$ cat src/rtl/edge_detect_pkg.sv
// Shared edge-kind encoding and the per-lane edge rule used by edge_detect.
package edge_detect_pkg;

  typedef enum logic [1:0] {
    EDGE_RISING,
    EDGE_FALLING,
    EDGE_DUAL
  } edge_kind_e;

  function automatic logic lane_edge(edge_kind_e kind, logic cur, logic prev);
    logic result;
    case (kind)
      EDGE_RISING:  result = cur & ~prev;
      EDGE_FALLING: result = ~cur & prev;
      EDGE_DUAL:    result = cur ^ prev;
      default:      result = 1'b0;
    endcase
    return result;
  endfunction

endpackage

$ cat src/rtl/edge_detect.sv
// Per-bit edge detector: turns level inputs into registered one-clock strobes
// on rising, falling or both edges, with an enable that freezes the history.
module edge_detect
  import edge_detect_pkg::*;
#(
  parameter int    DATA_WIDTH = 8,
  parameter string EDGE_TYPE  = "RISING"
) (
  input  logic                  clk,
  input  logic                  rst,
  input  logic                  en,
  input  logic [DATA_WIDTH-1:0] in,
  output logic [DATA_WIDTH-1:0] pulse_out
);

  localparam edge_kind_e KIND = (EDGE_TYPE == "FALLING") ? EDGE_FALLING :
                                (EDGE_TYPE == "DUAL")    ? EDGE_DUAL    :
                                                           EDGE_RISING;

  if (EDGE_TYPE != "RISING" && EDGE_TYPE != "FALLING" && EDGE_TYPE != "DUAL") begin : g_bad_edge_type
    $error("edge_detect: unsupported EDGE_TYPE '%s'", EDGE_TYPE);
  end

  if (DATA_WIDTH < 1) begin : g_bad_width
    $error("edge_detect: DATA_WIDTH must be >= 1");
  end

  logic [DATA_WIDTH-1:0] r_in_q;
  logic                  r_primed;
  logic [DATA_WIDTH-1:0] r_pulse;
  logic [DATA_WIDTH-1:0] w_edge;

  // NOTE: give every always_comb output a default before any branch or loop,
  // so no path leaves it unassigned and a latch is never inferred.
  always_comb begin
    w_edge = '0;
    for (int i = 0; i < DATA_WIDTH; i++) begin
      w_edge[i] = lane_edge(KIND, in[i], r_in_q[i]);
    end
  end

  // NOTE: state registers use non-blocking assignments so every flop samples
  // pre-edge values regardless of statement order.
  always_ff @(posedge clk) begin
    if (rst) begin
      r_in_q   <= '0;
      r_primed <= 1'b0;
      r_pulse  <= '0;
    end else if (en) begin
      r_in_q   <= in;
      r_primed <= 1'b1;
      // History is meaningless until the first enabled sample after reset.
      r_pulse  <= r_primed ? w_edge : '0;
    end else begin
      r_pulse  <= '0;
    end
  end

  assign pulse_out = r_pulse;

endmodule

$ cat config.mk
export PLATFORM = sky130hd
export DESIGN_NAME = edge_detect
export DESIGN_NICKNAME = d
export VERILOG_FILES = /design/src/rtl/edge_detect_pkg.sv /design/src/rtl/edge_detect.sv
export SDC_FILE = /design/constraint.sdc
export NUM_CORES = 1
export LEC_CHECK = 0
export ABC_CLOCK_PERIOD_IN_PS = 800
export CORE_MARGIN = 5
export CORE_UTILIZATION = 37
export DETAILED_ROUTE_END_ITERATION = 8
export GPL_TIMING_DRIVEN = 0
export PLACE_DENSITY_LB_ADDON = 0.05
export SETUP_SLACK_MARGIN = 0.15
export SYNTH_ARGS = -nofsm -noshare
export SYNTH_HDL_FRONTEND = slang
export SYNTH_SLANG_ARGS = --single-unit
$ cat constraint.sdc
create_clock -name clk -period 0.8 [get_ports clk]
set_input_delay 0.2 -clock clk [delete_from_list [all_inputs] [get_ports clk]]
set_output_delay 0.2 -clock clk [all_outputs]
set_load 0.02 [all_outputs]
== Word level (Yosys, flattened, before mapping) ==
Cells that the tools add are included.

* Bits in registers: 17
* Input port bits: 11
* Word-level logic and storage cells: 22

* Bitwise logic cells: 18
* Reduce and logical (&&, ||, !) cells: 1

{| class="wikitable"
|+ Operator list
! cell !! number
|-
| $not 1->1 || 10
|-
| $and 1x1->1 || 8
|-
| $reduce_or 3->1 || 1
|}

== Depth between registers and ports, before layout ==
Gate-level depths: netlist of run 1.

* Depth in word-level cells: 2
* Mapped depth: 3

== Worst setup path after synthesis of run 1 ==
Ideal clock, no wire load.

* Kind: in2reg
* Start point: in rst
* End point: reg r_pulse[0], in the netlist pulse_out[0]
* Library setup time: 0.080 ns
* Arrival time: 0.664 ns
* Setup slack: 0.056 ns
* Stages on the path: 3
* Buffers on the path: 1
* Cell sequence: buf_6 > nand3b_4 > nor3b_1

* Word-level cells in the longest chain between the ends: 1

{| class="wikitable"
|+ Ends and longest elaborated chain
! item !! line !! RTL
|-
| start, declared || edge_detect.sv:10 || <nowiki>input logic rst,</nowiki>
|-
| $reduce_or 3->1 (no line) || n/a ||
|-
| end signal, assigned || edge_detect.sv:53 || <nowiki>r_pulse <= r_primed ? w_edge : '0;</nowiki>
|-
| end, declared || edge_detect.sv:30 || <nowiki>logic [DATA_WIDTH-1:0] r_pulse;</nowiki>
|}

No other way between the ends.
A chain may end at the register's enable or synchronous reset.

== Worst setup path after layout of run 1 ==
* Start point: reg r_pulse[5], in the netlist pulse_out[5]
* End point: out pulse_out[5]

{| class="wikitable"
|+ RTL lines
! item !! line !! RTL
|-
| end, declared || edge_detect.sv:13 || <nowiki>output logic [DATA_WIDTH-1:0] pulse_out</nowiki>
|}

No word-level cell between the ends.

==> results of run 1 <==
-- flip-flops by register name (all words and copies together) (netlist names) --
| signal | cells |
|---|---|
| r_primed | 1 |
| r_in_q | 8 |
| pulse_out | 8 |
-- area by class of cell --
class	instances	share of cell area, %
Sequential cell	17	41.6
Buffer	2	3.67
Clock buffer	4	3.08
Timing Repair Buffer	16	21.4
Tap cell	16	2.35
Multi-Input combinational cell	27	27.9
-- metal layers --
layer | routed length (µm) | part of all wire (%) | vias up | GRT usage, %
met5 | 0 | 0 | - | 0
met4 | 8 | 0.82 | 0 | 4.04
met3 | 86 | 8.8 | 2 | 3.67
met2 | 480 | 49 | 11 | 15.0
met1 | 403 | 41 | 177 | 9.70
li1 | - | - | 195 | -
-- what timing repair did --
item	CTS	global route
cloned	0	0
pin swaps	8	2
endpoints found under the setup margin	16	22
hold buffers	0	0
gates resized for setup	65	7
endpoints found under the hold margin	0	0
-- worst max path at each step --
stage	end	cells past startpoint
after floorplan	pulse_out[0]	3
after global placement	pulse_out[0]	1
after detailed placement	pulse_out[7]	1
after CTS	pulse_out[7]	1
after global routing	pulse_out[0]	1
final	pulse_out[5]	1
-- per-stage QoR --
| stage | power [mW] | area [µm²] | std cells |
|---|---|---|---|
| after detailed placement | 1.08 | 749 | 78 |
| after floorplan | 1.01 | 569 | 46 |
| after CTS | 1.55 | 837 | 82 |
| final | 1.50 | 852 | 82 |
| after global routing | 1.58 | 852 | 82 |
| after global placement | 1.08 | 749 | 78 |
-- cell families after synthesis --
group	Yosys count	share of synthesized area (%)
simple gates	19	21.0
flops	17	60.7
mux	8	14.3
buf+inv	2	4.02
-- power breakdown --
group	leakage [nW]	switching, mW	internal, mW
Clock	0.0150	0.238	0.193
Combinational	0.245	0.0641	0.102
Sequential	0.144	0.0216	0.885
-- cells in the final DEF (no fill, tap or decap), drive strengths merged --
cell type,instances
nor2,10
nand3b,1
clkdlybuf4s50,3
buf,10
mux2i,8
dlymetal6s2s,5
nor3b,8
clkbuf,4
dfxtp,17
==> results.toml, run 1 <==
[drt]
wire_per_inst_um = 11.9
wl_um = 978
detail-route-antenna-nets = 0
detail_route.iter0.violations = 4
firstDrtPassIters = 4
drcViolationCount = 0
via_count = 385
viasPerCell = 4.70

[critical_path]
worstSetupEndpointType = "primary output"
crit_required_ps = 600
crit_type = "reg -> out"
crit_path_start_kind = "register"
crit_arrival_ps = 720
ff2ff_setup_slack_ps = 0
r2r_cells = 2
crit_fanout = 1
timing.rr.end = "pulse_out[1]"
crit_chain = "buf_6"
r2r-start = "r_primed"
cp_num_buf_inv = 1
max_stage_delay_ps = 330
slowest_stage = "dfxtp_2"
crit_family = "flip-flops"
crit_start = "pulse_out[5]"

[worst_hold_path]
whs_endpoint = "r_in_q[2]"
holdPathStages = 2
hold_class = "in -> reg"
hp-start = "rst"

[global_route]
antenna_found_initial = 0
grt_pass1_wl_um = 1680
grt_max_degree = 11
grt_use_total_pct = 8.94
grt_overflow = 0
grt_pass1_vias = 387

[placed_design]
io_buffers = 16
pre_cts_slack_ps = -287
gp_congestion = 0.684
dpl.hpwl_um = 658

[sta]
min_period_ps = 920
slew_headroom_pct = 90.1
worst_slack_ps = -120
grt_setup_unrepaired = "true"
tightest_slew_ps = 144
finalCritPeriodShare_pct = 115
clock.fmax_mhz = 1090
final_hold_viol_count = 0
maxSlewViolCount = 0
finalSetupViolCount = 8
timing.hold.ws_ps = 106
tns_ps = -947
finalClockSkew_ps = 1.28

[clocking]
ctsRootBufferMaster = "clkbuf_4"
cts_buffers = 3
post-cts-setup-buffers = 0
htreeDepth = 1
cts_buffer_depth = 2
cts_tree = "built"
clk_pin_slew_ps = 90
clock_sinks = 17
clock_latency_ps = 270

[floorplan]
start_util_pct = 38.1
fp.coreArea_um2 = 1470
die_w_um = 48.9
ioPinCount = 19
rows = 14
dieArea_um2 = 2390
die_height_um = 48.9

[status]
violations = "negative setup slack"
status = "finished, violations left"

[yosys]
synth_top_area_share_pct = 60.7
synth.most_common_cell = "dfxtp_1"
ys_warn_count = 0
synth_async_sr_flop_share_pct = 0
synthFlopType = "dfxtp_1"
syn-num-nets = 57
netlist_top_cells_count = "dfxtp_1 (17), nor2_1 (10), mux2i_1 (8), nor3b_1 (8), buf_6 (2)"
synth_enable_flop_cells = 0
syn_avg_cell_area_um2 = 12.2
yosysUniqueCellTypes = 6
syn_inst = 46
ys_ff_latch = 17
synth_top_area_cell = "dfxtp_1"
ys_seq_area_share_pct = 60.7
syn-cell-area_um2 = 561
synth_area_leaders = "dfxtp_1 (61%), mux2i_1 (14%), nor3b_1 (11%)"

[layout]
multi_input_area_um2 = 238
area_growth_pct = 52.0
antenna_cells = 0
register_area_um2 = 354
fillers = 131
fin_nets = 78
fin_util_pct = 57.9
layout-drive-gt1-share_pct = 50.0

[power]
p_leak_nw = 0.404
ir_drop_mv = 0.920
p_per_area_nw_per_um2 = 1760

[flow_run]
drv_cap = 0
(Power assumes the default switching activity.)
==> inputs of run 2 (changes only) <==
- CORE_UTILIZATION: 37 -> 40
- CTS_BUF_LIST: default -> sky130_fd_sc_hd__clkbuf_4
- RECOVER_POWER: default -> 25
- REMOVE_ABC_BUFFERS: default -> 1
==> run 2 against run 1 <==
- the flow still finishes with violations (negative setup slack)
- core utilization rose by 5.7 points
- total power rose by 2.5%
- global-route usage rose by 1.5 points
- hold slack improved by 84 ps
- sequential power hardly changed
- wire length rose by 1.6%
- final cell count shrank 1.2%
- die area fell by 6.0%
- clock skew rose by 2.9 ps
- first-iteration DRC count down 100%
- critical endpoint is now pulse_out[3]
==> results.toml, run 2 (synthesized netlist as in run 1, its figures left out) <==
[floorplan]
die_w_um = 47.4
dieArea_um2 = 2250
fp.coreArea_um2 = 1320
rows = 13
start_util_pct = 42.5
die_height_um = 47.4
ioPinCount = 19

[critical_path]
worstSetupEndpointType = "primary output"
cp_num_buf_inv = 1
ff2ff_setup_slack_ps = -30
max_stage_delay_ps = 330
crit_start = "pulse_out[3]"
crit_fanout = 1
crit_chain = "buf_6"
r2r_cells = 2
endpoint = "pulse_out[3]"
crit_type = "reg -> out"
path_depth = 1
timing.rr.end = "pulse_out[5]"
crit_family = "flip-flops"
crit_arrival_ps = 730
r2r-start = "r_primed"
slowest_stage = "dfxtp_2"
crit_path_start_kind = "register"
crit_required_ps = 600

[drt]
wire_per_inst_um = 12.3
via_count = 382
detail_route.iter0.violations = 0
detail-route-antenna-nets = 0
drcViolationCount = 0
wl_um = 994
firstDrtPassIters = 1
viasPerCell = 4.72

[sta]
timing.hold.ws_ps = 190
final_hold_viol_count = 0
slew_headroom_pct = 80.0
finalClockSkew_ps = 4.19
min_period_ps = 927
tightest_slew_ps = 300
grt_setup_unrepaired = "true"
clock.fmax_mhz = 1080
worst_slack_ps = -127
finalSetupViolCount = 16
finalCritPeriodShare_pct = 116
maxSlewViolCount = 0

[clocking]
clk_pin_slew_ps = 90
clock_latency_ps = 280
htreeDepth = 1
post-cts-setup-buffers = 0
cts_buffer_depth = 2
cts_tree = "built"
cts_buffers = 3
ctsRootBufferMaster = "clkbuf_4"
ctsHoldBuffers = 0
clock_sinks = 17

[status]
violations = "negative setup slack"
status = "finished, violations left"

[layout]
fillers = 107
layout-drive-gt1-share_pct = 53.0
final_common_cell = "dfxtp_2"
fin_nets = 78
area_growth_pct = 49.6
antenna_cells = 0
fin_util_pct = 63.6
finalInstanceArea_um2 = 838
layout_common_cells = "dfxtp_2 (12), nor2_1 (10), mux2i_1 (8), nor3b_2 (8), buf_6 (8)"

[worst_hold_path]
hold_class = "in -> reg"

[flow_run]
drv_cap = 0

[power]
p_per_area_nw_per_um2 = 1840
power_mw = 1.54
p_leak_nw = 0.392
ir_drop_mv = 1.10

[placed_design]
postPlaceCellArea_um2 = 737
dpl.hpwl_um = 681
pre_cts_slack_ps = -793
io_buffers = 18
gp_congestion = 0.599

[global_route]
antenna_found_initial = 0
grt_overflow = 0
grt_use_total_pct = 10.5
grt_max_degree = 11
grt_pass1_wl_um = 1570
grt_pass1_vias = 361
run 2: changes by cell type in the layout (fill, tap and decap cells not counted):
cell,before,now
clkdlybuf4s15_2,0,1
buf_12,1,0
buf_6,9,8
clkbuf_4,3,4
clkbuf_1,1,0
dlymetal6s2s_1,5,4
clkdlybuf4s50_1,3,4
dfxtp_2,11,12
buf_2,0,1
dfxtp_1,6,5
run 2: worst min path at each step:
stage,cells after the start,to,from,slack (ps)
after global placement,1,pulse_out[5],r_in_q[5],400
after floorplan,1,r_in_q[0],rst,270
after CTS,2,r_primed,rst,290
final,3,r_in_q[7],in[7],190
after global routing,2,pulse_out[7],in[7],220
after detailed placement,1,pulse_out[5],r_in_q[5],410
run 2: final cells by class:
type / count / area [µm²] / area share (%)
sequential: 17 / 355 / 42.4
multi-input combinational: 27 / 238 / 28.4
timing repair buffer: 18 / 196 / 23.4
clock buffer: 4 / 30.0 / 3.58
tap: 15 / 18.8 / 2.24
run 2: layer usage:
layer | part of all wire (%) | up-vias | global-route usage [%]
li1 | - | 193 | -
met1 | 44 | 173 | 12.6
met2 | 45 | 14 | 15.8
met3 | 9.7 | 2 | 4.89
met4 | 1.4 | 0 | 4.97
met5 | 0 | - | 0
run 2: timing repair:
action                     CTS  global route
setup endpoints to repair   25            20
pin swaps                    8             0
gates cloned                 0             0
gates resized for setup     73             8
run 2: power by group:
| group | internal (mW) | total, mW | switching, mW |
|---|---|---|---|
| registers | 0.885 | 0.908 | 0.0228 |
| logic | 0.0924 | 0.156 | 0.0641 |
| clock network | 0.227 | 0.475 | 0.248 |
run 2: stage by stage:
step,instances,TNS [ps]
2_1_floorplan,44,0
3_3_place_gp,77,-14640
3_5_place_dp,77,-14550
4_1_cts,81,-1130
5_1_grt,81,-1890
6_report,81,-1070
